===== src/rtl/ud_ctrl_pkg.sv =====
// Shared types, defaults and helpers for the up/down count controller.
package ud_ctrl_pkg;

    localparam int unsigned DEF_WIDTH = 3;
    localparam int unsigned DEF_DIV   = 4;

    typedef enum logic [1:0] {
        IDLE = 2'd0,
        RUN  = 2'd1,
        DONE = 2'd2
    } state_e;

    // Distance travelled going up from 'from' to 'to' on a ring of 2^width values.
    function automatic logic [31:0] ring_dist(input logic [31:0] from,
                                              input logic [31:0] to,
                                              input int unsigned width);
        logic [31:0] mask;
        mask = (width >= 32) ? 32'hFFFF_FFFF : ((32'd1 << width) - 32'd1);
        return (to - from) & mask;
    endfunction

endpackage


===== src/rtl/ud_step_counter.sv =====
// WIDTH-bit JK-style up/down counter with enable and synchronous active-low reset.
module ud_step_counter
    import ud_ctrl_pkg::*;
#(
    parameter int unsigned WIDTH = DEF_WIDTH
) (
    input  logic             clk,
    input  logic             rst_n,
    input  logic             en,
    input  logic             ud,
    output logic [WIDTH-1:0] q
);

    logic [WIDTH-1:0] jk;
    logic [WIDTH-1:0] q_nx;

    // Bit i toggles (J = K = 1) when all lower bits are 1 counting up, or 0 counting down.
    always_comb begin : toggle_chain
        logic carry;
        jk    = '0;
        carry = 1'b1;
        for (int i = 0; i < int'(WIDTH); i++) begin
            jk[i] = en & carry;
            carry = carry & (ud ? q[i] : ~q[i]);
        end
        q_nx = (jk & ~q) | (~jk & q);
    end

    always_ff @(posedge clk) begin
        if (!rst_n) begin
            q <= '0;
        end else begin
            q <= q_nx;
        end
    end

endmodule


===== src/rtl/ud_count_ctrl.sv =====
// Move-to-target sequencer for the up/down counter: direction select, prescaled stepping, done pulse.
// Option macro UD_CTRL_SHORTEST_PATH_EN: choose direction by shortest ring distance instead of dir_in.
module ud_count_ctrl
    import ud_ctrl_pkg::*;
#(
    parameter int unsigned WIDTH = DEF_WIDTH,
    parameter int unsigned DIV   = DEF_DIV
) (
    input  logic             clk,
    input  logic             rst_n,
    input  logic             start,
    input  logic [WIDTH-1:0] target,
    input  logic             dir_in,
    input  logic             abort,
    output logic [WIDTH-1:0] count,
    output logic             ud,
    output logic             step,
    output logic             busy,
    output logic             done
);

    localparam int unsigned PW = (DIV > 1) ? $clog2(DIV) : 1;
    localparam logic [PW-1:0] PRESC_LAST = PW'(DIV - 1);

    state_e           state, state_nx;
    logic [PW-1:0]    presc, presc_nx;
    logic [WIDTH-1:0] tgt, tgt_nx;
    logic             ud_nx, step_nx, busy_nx, done_nx;
    logic             dir_pick_c;
    logic             cnt_en_c;
    logic [WIDTH-1:0] count_stepped_c;

`ifdef UD_CTRL_SHORTEST_PATH_EN
    logic [WIDTH-1:0] up_dist_c, dn_dist_c;
    logic             unused_dir_in;

    assign up_dist_c     = WIDTH'(ring_dist(32'(count), 32'(target), WIDTH));
    assign dn_dist_c     = WIDTH'(ring_dist(32'(target), 32'(count), WIDTH));
    assign dir_pick_c    = (up_dist_c <= dn_dist_c);
    assign unused_dir_in = dir_in;
`else
    assign dir_pick_c = dir_in;
`endif

    // A step that coincides with abort never reaches the counter.
    assign cnt_en_c        = step & ~abort;
    assign count_stepped_c = ud ? (count + WIDTH'(1)) : (count - WIDTH'(1));

    ud_step_counter #(
        .WIDTH (WIDTH)
    ) u_counter (
        .clk   (clk),
        .rst_n (rst_n),
        .en    (cnt_en_c),
        .ud    (ud),
        .q     (count)
    );

    always_ff @(posedge clk) begin
        if (!rst_n) begin
            state <= IDLE;
            presc <= '0;
            tgt   <= '0;
            ud    <= 1'b1;
            step  <= 1'b0;
            busy  <= 1'b0;
            done  <= 1'b0;
        end else begin
            state <= state_nx;
            presc <= presc_nx;
            tgt   <= tgt_nx;
            ud    <= ud_nx;
            step  <= step_nx;
            busy  <= busy_nx;
            done  <= done_nx;
        end
    end

    // Next state; registered outputs are decoded from the next state so they line up with it.
    always_comb begin
        state_nx = state;
        presc_nx = presc;
        tgt_nx   = tgt;
        ud_nx    = ud;

        unique case (state)
            IDLE: begin
                if (start && !abort) begin
                    tgt_nx   = target;
                    ud_nx    = dir_pick_c;
                    presc_nx = '0;
                    state_nx = (target == count) ? DONE : RUN;
                end
            end
            RUN: begin
                if (abort) begin
                    presc_nx = '0;
                    state_nx = IDLE;
                end else if (step) begin
                    presc_nx = '0;
                    if (count_stepped_c == tgt) begin
                        state_nx = DONE;
                    end
                end else begin
                    presc_nx = presc + PW'(1);
                end
            end
            DONE: begin
                state_nx = IDLE;
            end
            default: begin
                state_nx = IDLE;
            end
        endcase

        step_nx = (state_nx == RUN) && (presc_nx == PRESC_LAST);
        busy_nx = (state_nx == RUN);
        done_nx = (state_nx == DONE);
    end

endmodule

===== config.mk =====
export PLATFORM = sky130hd
export DESIGN_NAME = ud_count_ctrl
export DESIGN_NICKNAME = d
export VERILOG_FILES = /design/src/rtl/ud_ctrl_pkg.sv /design/src/rtl/ud_step_counter.sv /design/src/rtl/ud_count_ctrl.sv
export SDC_FILE = /design/constraint.sdc
export NUM_CORES = 1
export LEC_CHECK = 0
export BUFFER_PORTS_ARGS = -buffer_cell sky130_fd_sc_hd__clkbuf_2
export CAP_MARGIN = 20
export CORE_ASPECT_RATIO = 0.5
export CORE_MARGIN = 10
export CORE_UTILIZATION = 25
export DETAILED_ROUTE_END_ITERATION = 6
export GPL_TIMING_DRIVEN = 1
export SYNTH_ARGS = -nofsm -noshare
export SYNTH_HDL_FRONTEND = slang
export SYNTH_SLANG_ARGS = --single-unit

===== constraint.sdc =====
create_clock -name clk -period 2.4 [get_ports clk]
set_clock_uncertainty 0.15 [all_clocks]
set_input_delay 0.48 -clock clk [delete_from_list [all_inputs] [get_ports clk]]
set_output_delay 0.48 -clock clk [all_outputs]
set_load 0.01 [all_outputs]

### Yosys cells after proc, flatten, opt, wreduce, memory -nomap -nowiden

Index checks and enable logic that the tools add are counted.

| word-level totals | value |
|---|---|
| register bits | 14 |
| bits in latches | 0 |
| memory bits (writable) | 0 |
| bits in read-only memories | 0 |
| logic and storage cells | 47 |
| memories kept | 0 |

| cells by class | value |
|---|---|
| add/sub/neg operators | 3 |
| multiply operators | 0 |
| divide/modulo/power cells | 0 |
| $lt $le $gt $ge | 0 |
| eq/ne operators | 6 |
| shifts and indexed selects | 0 |
| muxes and demuxes | 13 |
| bitwise gates (word level) | 12 |
| reductions and logical operators | 5 |

Operators by type and width:

| kind | number |
|---|---|
| 2-to-1 mux 2 bit | 8 |
| one-hot mux 2 bit (2 select lines) | 2 |
| AND 3 bit | 2 |
| == test 3 bit | 2 |
| inverter 3 bit | 2 |
| AND 1 bit | 4 |
| == test 2 x 1 -> 1 bit (second input constant) | 2 |
| == test 2 bit (second input constant) | 2 |
| adder 3 x 1 -> 3 bit (second input constant) | 1 |
| 2-to-1 mux 3 bit | 1 |
| inverter 1 bit | 3 |
| OR 3 bit | 1 |
| subtractor 3 x 1 -> 3 bit (second input constant) | 1 |
| adder 2 x 1 -> 2 bit (second input constant) | 1 |
| logical AND 1 bit | 2 |
| logical NOT 2 bit | 1 |
| 2-to-1 mux 1 bit | 2 |
| AND reduction 2 bit | 1 |
| logical NOT 1 bit | 1 |

### Depth between registers and ports, before layout

| logic depth | value |
|---|---|
| depth after elaboration | 9 |
| gate-level depth with buffers | 6 |

### Modules after synthesis

Synthesis repeated with hierarchy kept, for this count alone.

| unflattened totals | value |
|---|---|
| cell total of the unflattened synthesis | 72 |
| area, all modules | 704.4 µm² |

By module, submodules not included:

| module | times used | cells each | area an instance (µm²) | sequential area each (µm²) |
|---|---|---|---|---|
| ud_count_ctrl | 1 | 56 | 560.5 | 220.2 |
| ud_step_counter | 1 | 16 | 143.9 | 60.1 |

### Worst setup path after synthesis

No wires, ideal clock.

| timing | value |
|---|---|
| path kind | register to register |
| start | register ud |
| end | register step |
| setup time | 0.079 ns |
| data arrival time | 1.617 ns |
| data required time | 2.171 ns |
| path slack | 0.553 ns |
| stages on the path, launching flop included | 7 |
| path buffers | 0 |
| period minus slack after synthesis | 1.847 ns |
| cells stage by stage | dfxtp_1 > inv_1 > fa_1 > xnor2_1 > and3_1 > a21bo_1 > a211oi_2 |

| between the ends | value |
|---|---|
| cells in the longest elaborated chain, start to end | 8 |

Ends and longest elaborated chain:

| what | line | text |
|---|---|---|
| start, declared | ud_count_ctrl.sv:16 | `output logic ud,` |
| start signal, assigned | ud_count_ctrl.sv:72 | `ud <= ud_nx;` |
| 2-to-1 mux 3 bit | ud_count_ctrl.sv:47 | `assign count_stepped_c = ud ? (count + WIDTH'(1)) : (count - WIDTH'(1));` |
| == test 3 bit | ud_count_ctrl.sv:101 | `if (count_stepped_c == tgt) begin` |
| 2-to-1 mux 2 bit | ud_count_ctrl.sv:101 |  |
| 2-to-1 mux 2 bit | ud_count_ctrl.sv:99 | `end else if (step) begin` |
| 2-to-1 mux 2 bit | ud_count_ctrl.sv:96 | `if (abort) begin` |
| one-hot mux 2 bit (2 select lines) | ud_count_ctrl.sv:86 | `unique case (state)` |
| == test 2 x 1 -> 1 bit | ud_count_ctrl.sv:116 | `step_nx = (state_nx == RUN) && (presc_nx == PRESC_LAST);` |
| logical AND 1 bit | ud_count_ctrl.sv:116 |  |
| end signal, assigned | ud_count_ctrl.sv:73 | `step <= step_nx;` |
| end, declared | ud_count_ctrl.sv:17 | `output logic step,` |

Every way passes these cells.
A chain may end at the register's enable or synchronous reset.

### Worst setup path in the final report

Same ends and word-level chain as after synthesis.

==> results.txt <==
----------------------------------------------------
[Clock tree]
  Clock slew seen by the registers of the worst setup and hold paths ... 60 ps
  Buffers inserted during post-CTS setup optimization ... 0
  CTS H-Tree Depth ... 1
  Post-cts sizing count ... 0
  Clock network latency to the later pin of the worst-skew pair ... 240 ps
  Inserted Clock Buffers ... 3
  Buffer levels on the longest clock path ... 2
  TritonCTS clock tree ... built
  Buffer cell driving the clock tree root ... clkbuf_8
  Clock sinks ... 14
  Number of buffers added to fix hold violations after cts ... 0

[Critical path]
  Flop-to-flop setup slack ... 500 ps
  WP depth ... 6
  Startpoint type of the worst setup path ... register
  Worst EP required ... 2420 ps
  Delay of the slowest cell on the worst path ... 460 ps
  Maximum fanout encountered on the critical timing path ... 4
  Crit path to ... step$_SDFF_PN0_
  Startpoint of the lowest-slack register-to-register path ... ud$_SDFFE_PN1P_
  Buffers and inverters on the worst path ... 1
  CP top delay family ... adder cells
  Endpoint of the most critical register-to-register path ... step$_SDFF_PN0_
  Highest-delay cell along the critical path ... fa_1
  Kind of end point of the critical path ... register
  Source of the critical timing path ... ud$_SDFFE_PN1P_
  R2R depth ... 6
  Cell chain of the critical path ... inv_1 -> fa_1 -> xnor2_1 -> and3_1 -> a21bo_1 -> a211oi_2
  Setup CP Type ... register to register
  Data arrival time of the worst path ... 1920 ps

[Yosys]
  Synthesized cell area ... 714.4 sq um
  Syn avg cell area ... 10.35 sq um
  Count of yosys warnings during synthesis ... 0
  Number of instances in the synthesized netlist ... 69
  Portion of synthesized cell area occupied by the leading cell type ... 39.23%
  Synthesized flop and latch total ... 14
  Share of synthesized area occupied by flip-flops and latches ... 39.23%
  Post-synth EDFFs ... 0
  Top cell type by total area after synthesis ... dfxtp_1
  Post-synthesis async set-or-reset flop share ... 0%
  Net count of the mapped netlist ... 79
  Predominant post-synthesis flop cell ... dfxtp_1
  Ranking of synthesized cells by area ... dfxtp_1 39%, xnor2_1 7.4%, xor2_1 7.4%
  Post-synthesis cell type count ... 29

[GRT]
  Initial antenna violation count ... 0
  Global-route wire length before repair ... 2318 microns
  All-Layer GR Usage ... 5.409%
  Via count of the first global-routing pass ... 491
  Sum of overflow across all layers after global routing ... 0
  Pin count of the biggest net entering global routing ... 11

[Timing]
  Setup repair after global routing missed its margin ... no
  Final Hold Viols ... 0
  Final Worst Setup Slack ... 496.7 ps
  Worst Max-Slew Pin Slew ... 479.0 ps
  Slew HR ... 68.03%
  Pins over their slew limit ... 0
  Setup TNS ... 0 ps
  Highest attainable clock frequency ... 525.4 MHz
  Final clock period utilization by the worst path ... 79.30%
  Final critical delay including setup and external delays ... 1903 ps
  Total of endpoints with negative setup slack in the final report ... 0

[Detailed routing]
  Post-detailed-route wirelength per cell ... 12.19 microns
  Ratio of routed vias to standard cells ... 4.350
  Initial DRT Pass Iterations ... 4
  Iter 0 DRT Violations ... 17
  Routed Wire Length ... 1499 microns
  Via count ... 535
  DR DRC count ... 0
  Antenna-violating nets left ... 0

[Floorplanning]
  Count of standard-cell rows ... 13
  Horizontal die dimension ... 95.60 microns
  Core ar. ... 2668 sq um
  Die outline area ... 5526 sq um
  Top-level port count ... 15
  Vert. Die Dim ... 57.80 microns
  Starting density of the core ... 26.78%

[Layout]
  Share of post-route cells with drive strength above 1 ... 26.74%
  Net count of the finished layout ... 98
  Highest-count cells in the layout ignoring fill and taps ... 14 x dfxtp_1, 14 x clkbuf_2, 6 x xor2_1, 6 x xnor2_1, 6 x nor2b_1
  Area delta synth->final ... 22.07%
  Fill count ... 282
  Footprint of the multi-input gates ... 430.4 sq um
  Storage cell area ... 280.3 sq um
  Diode count ... 0
  Final instance area ... 872.1 sq um
  Number of cells in the finished layout apart from fillers ... 123

[Placement]
  Post-detailed-placement half-perimeter wirelength ... 1141 microns
  RD Place Congestion ... 0.7973
  Minimum setup slack after placement ... 527.8 ps
  Buffers added on ports ... 14
  Standard cell area after detailed placement ... 830.8 sq um
  Instance count after placement with tap cells included ... 120

[Power]
  Static leakage ... 0.3707 nW
  Maximum vdd ir drop ... 0.0003527 V
  Power, Total ... 487.3 uW
  Power density over the cells ... 558.8 nW/um^2

[Status]
  Outcome ... finished clean

[Job]
  Max-capacitance violation count ... 0

[Min path]
  Min-Delay Path Class ... primary input to register

----------------------------------------------------
worst min-delay path by stage:
stage	start	end	slack, ps	cells past startpoint
after detailed placement	tgt[0]$_SDFFE_PN0P_	tgt[0]$_SDFFE_PN0P_	380	2
after floorplan	tgt[0]$_SDFFE_PN0P_	tgt[0]$_SDFFE_PN0P_	350	2
after CTS	dir_in	ud$_SDFFE_PN1P_	320	3
after global placement	tgt[1]$_SDFFE_PN0P_	tgt[1]$_SDFFE_PN0P_	380	2
after global routing	dir_in	ud$_SDFFE_PN1P_	340	3
final	dir_in	ud$_SDFFE_PN1P_	320	3
power by group:
part           switching (mW)  internal (mW)
logic                  0.0264         0.0250
clock network          0.0797          0.111
registers             0.00595          0.239
synthesized netlist by cell type, types with 2 or more instances:
| cell | number |
|---|---|
| a21oi_1 | 4 |
| and2_1 | 3 |
| and3_1 | 2 |
| dfxtp_1 | 14 |
| mux2i_1 | 3 |
| nand2_1 | 3 |
| nand3_1 | 2 |
| nor2b_1 | 6 |
| o21bai_1 | 2 |
| xnor2_1 | 6 |
| xor2_1 | 6 |
cell type report:
type                       instances  share of cell area, %
clock buffer                       3                  4.735
sequential                        14                  32.14
multi-input combinational         54                  49.35
tap                               37                  5.308
timing repair buffer              14                  8.034
inverter                           1                 0.4304
metal layers:
layer / routed length (microns) / GRT usage, %
met4: 9 / 2.505
met1: 785 / 6.802
met2: 624 / 7.390
met3: 80 / 2.824
met5: 0 / 0
flip-flops by register name (all words and copies together) (netlist names):
register and count:
tgt 3, ud 1, u_counter.q 3, busy 1
step 1, state 2, done 1, presc 2
stage by stage:
| stage | util (%) | hold slack (ps) |
|---|---|---|
| finish | 32.69 | 323.6 |
| detailed placement | 31.14 | 381.9 |
| global route | 32.69 | 343.9 |
| global placement | 31.14 | 379.6 |
| floorplan | - | 353.0 |
| CTS | 32.69 | 317.7 |
worst register-to-register path: stages, from the launching register on:
cell and delay (ps):
dfxtp_1 410, inv_1 110, fa_1 460, xnor2_1 130
and3_1 190, a21bo_1 200, a211oi_2 170
kinds of logic (layout without fill, tap and decap cells):
| group | after synthesis | count (layout) | share of synthesized area (%) |
|---|---|---|---|
| flops | 14 | 14 | 39.23 |
| simple gates | 26 | 26 | 25.57 |
| buf+inv | 1 | 18 | 0.5249 |
| compound gates | 11 | 11 | 11.21 |
| mux | 3 | 3 | 4.203 |
| xor+xnor | 12 | 12 | 14.71 |
| fa+ha+maj | 2 | 2 | 4.553 |
No activity file was read; power rests on OpenSTA's default activity.
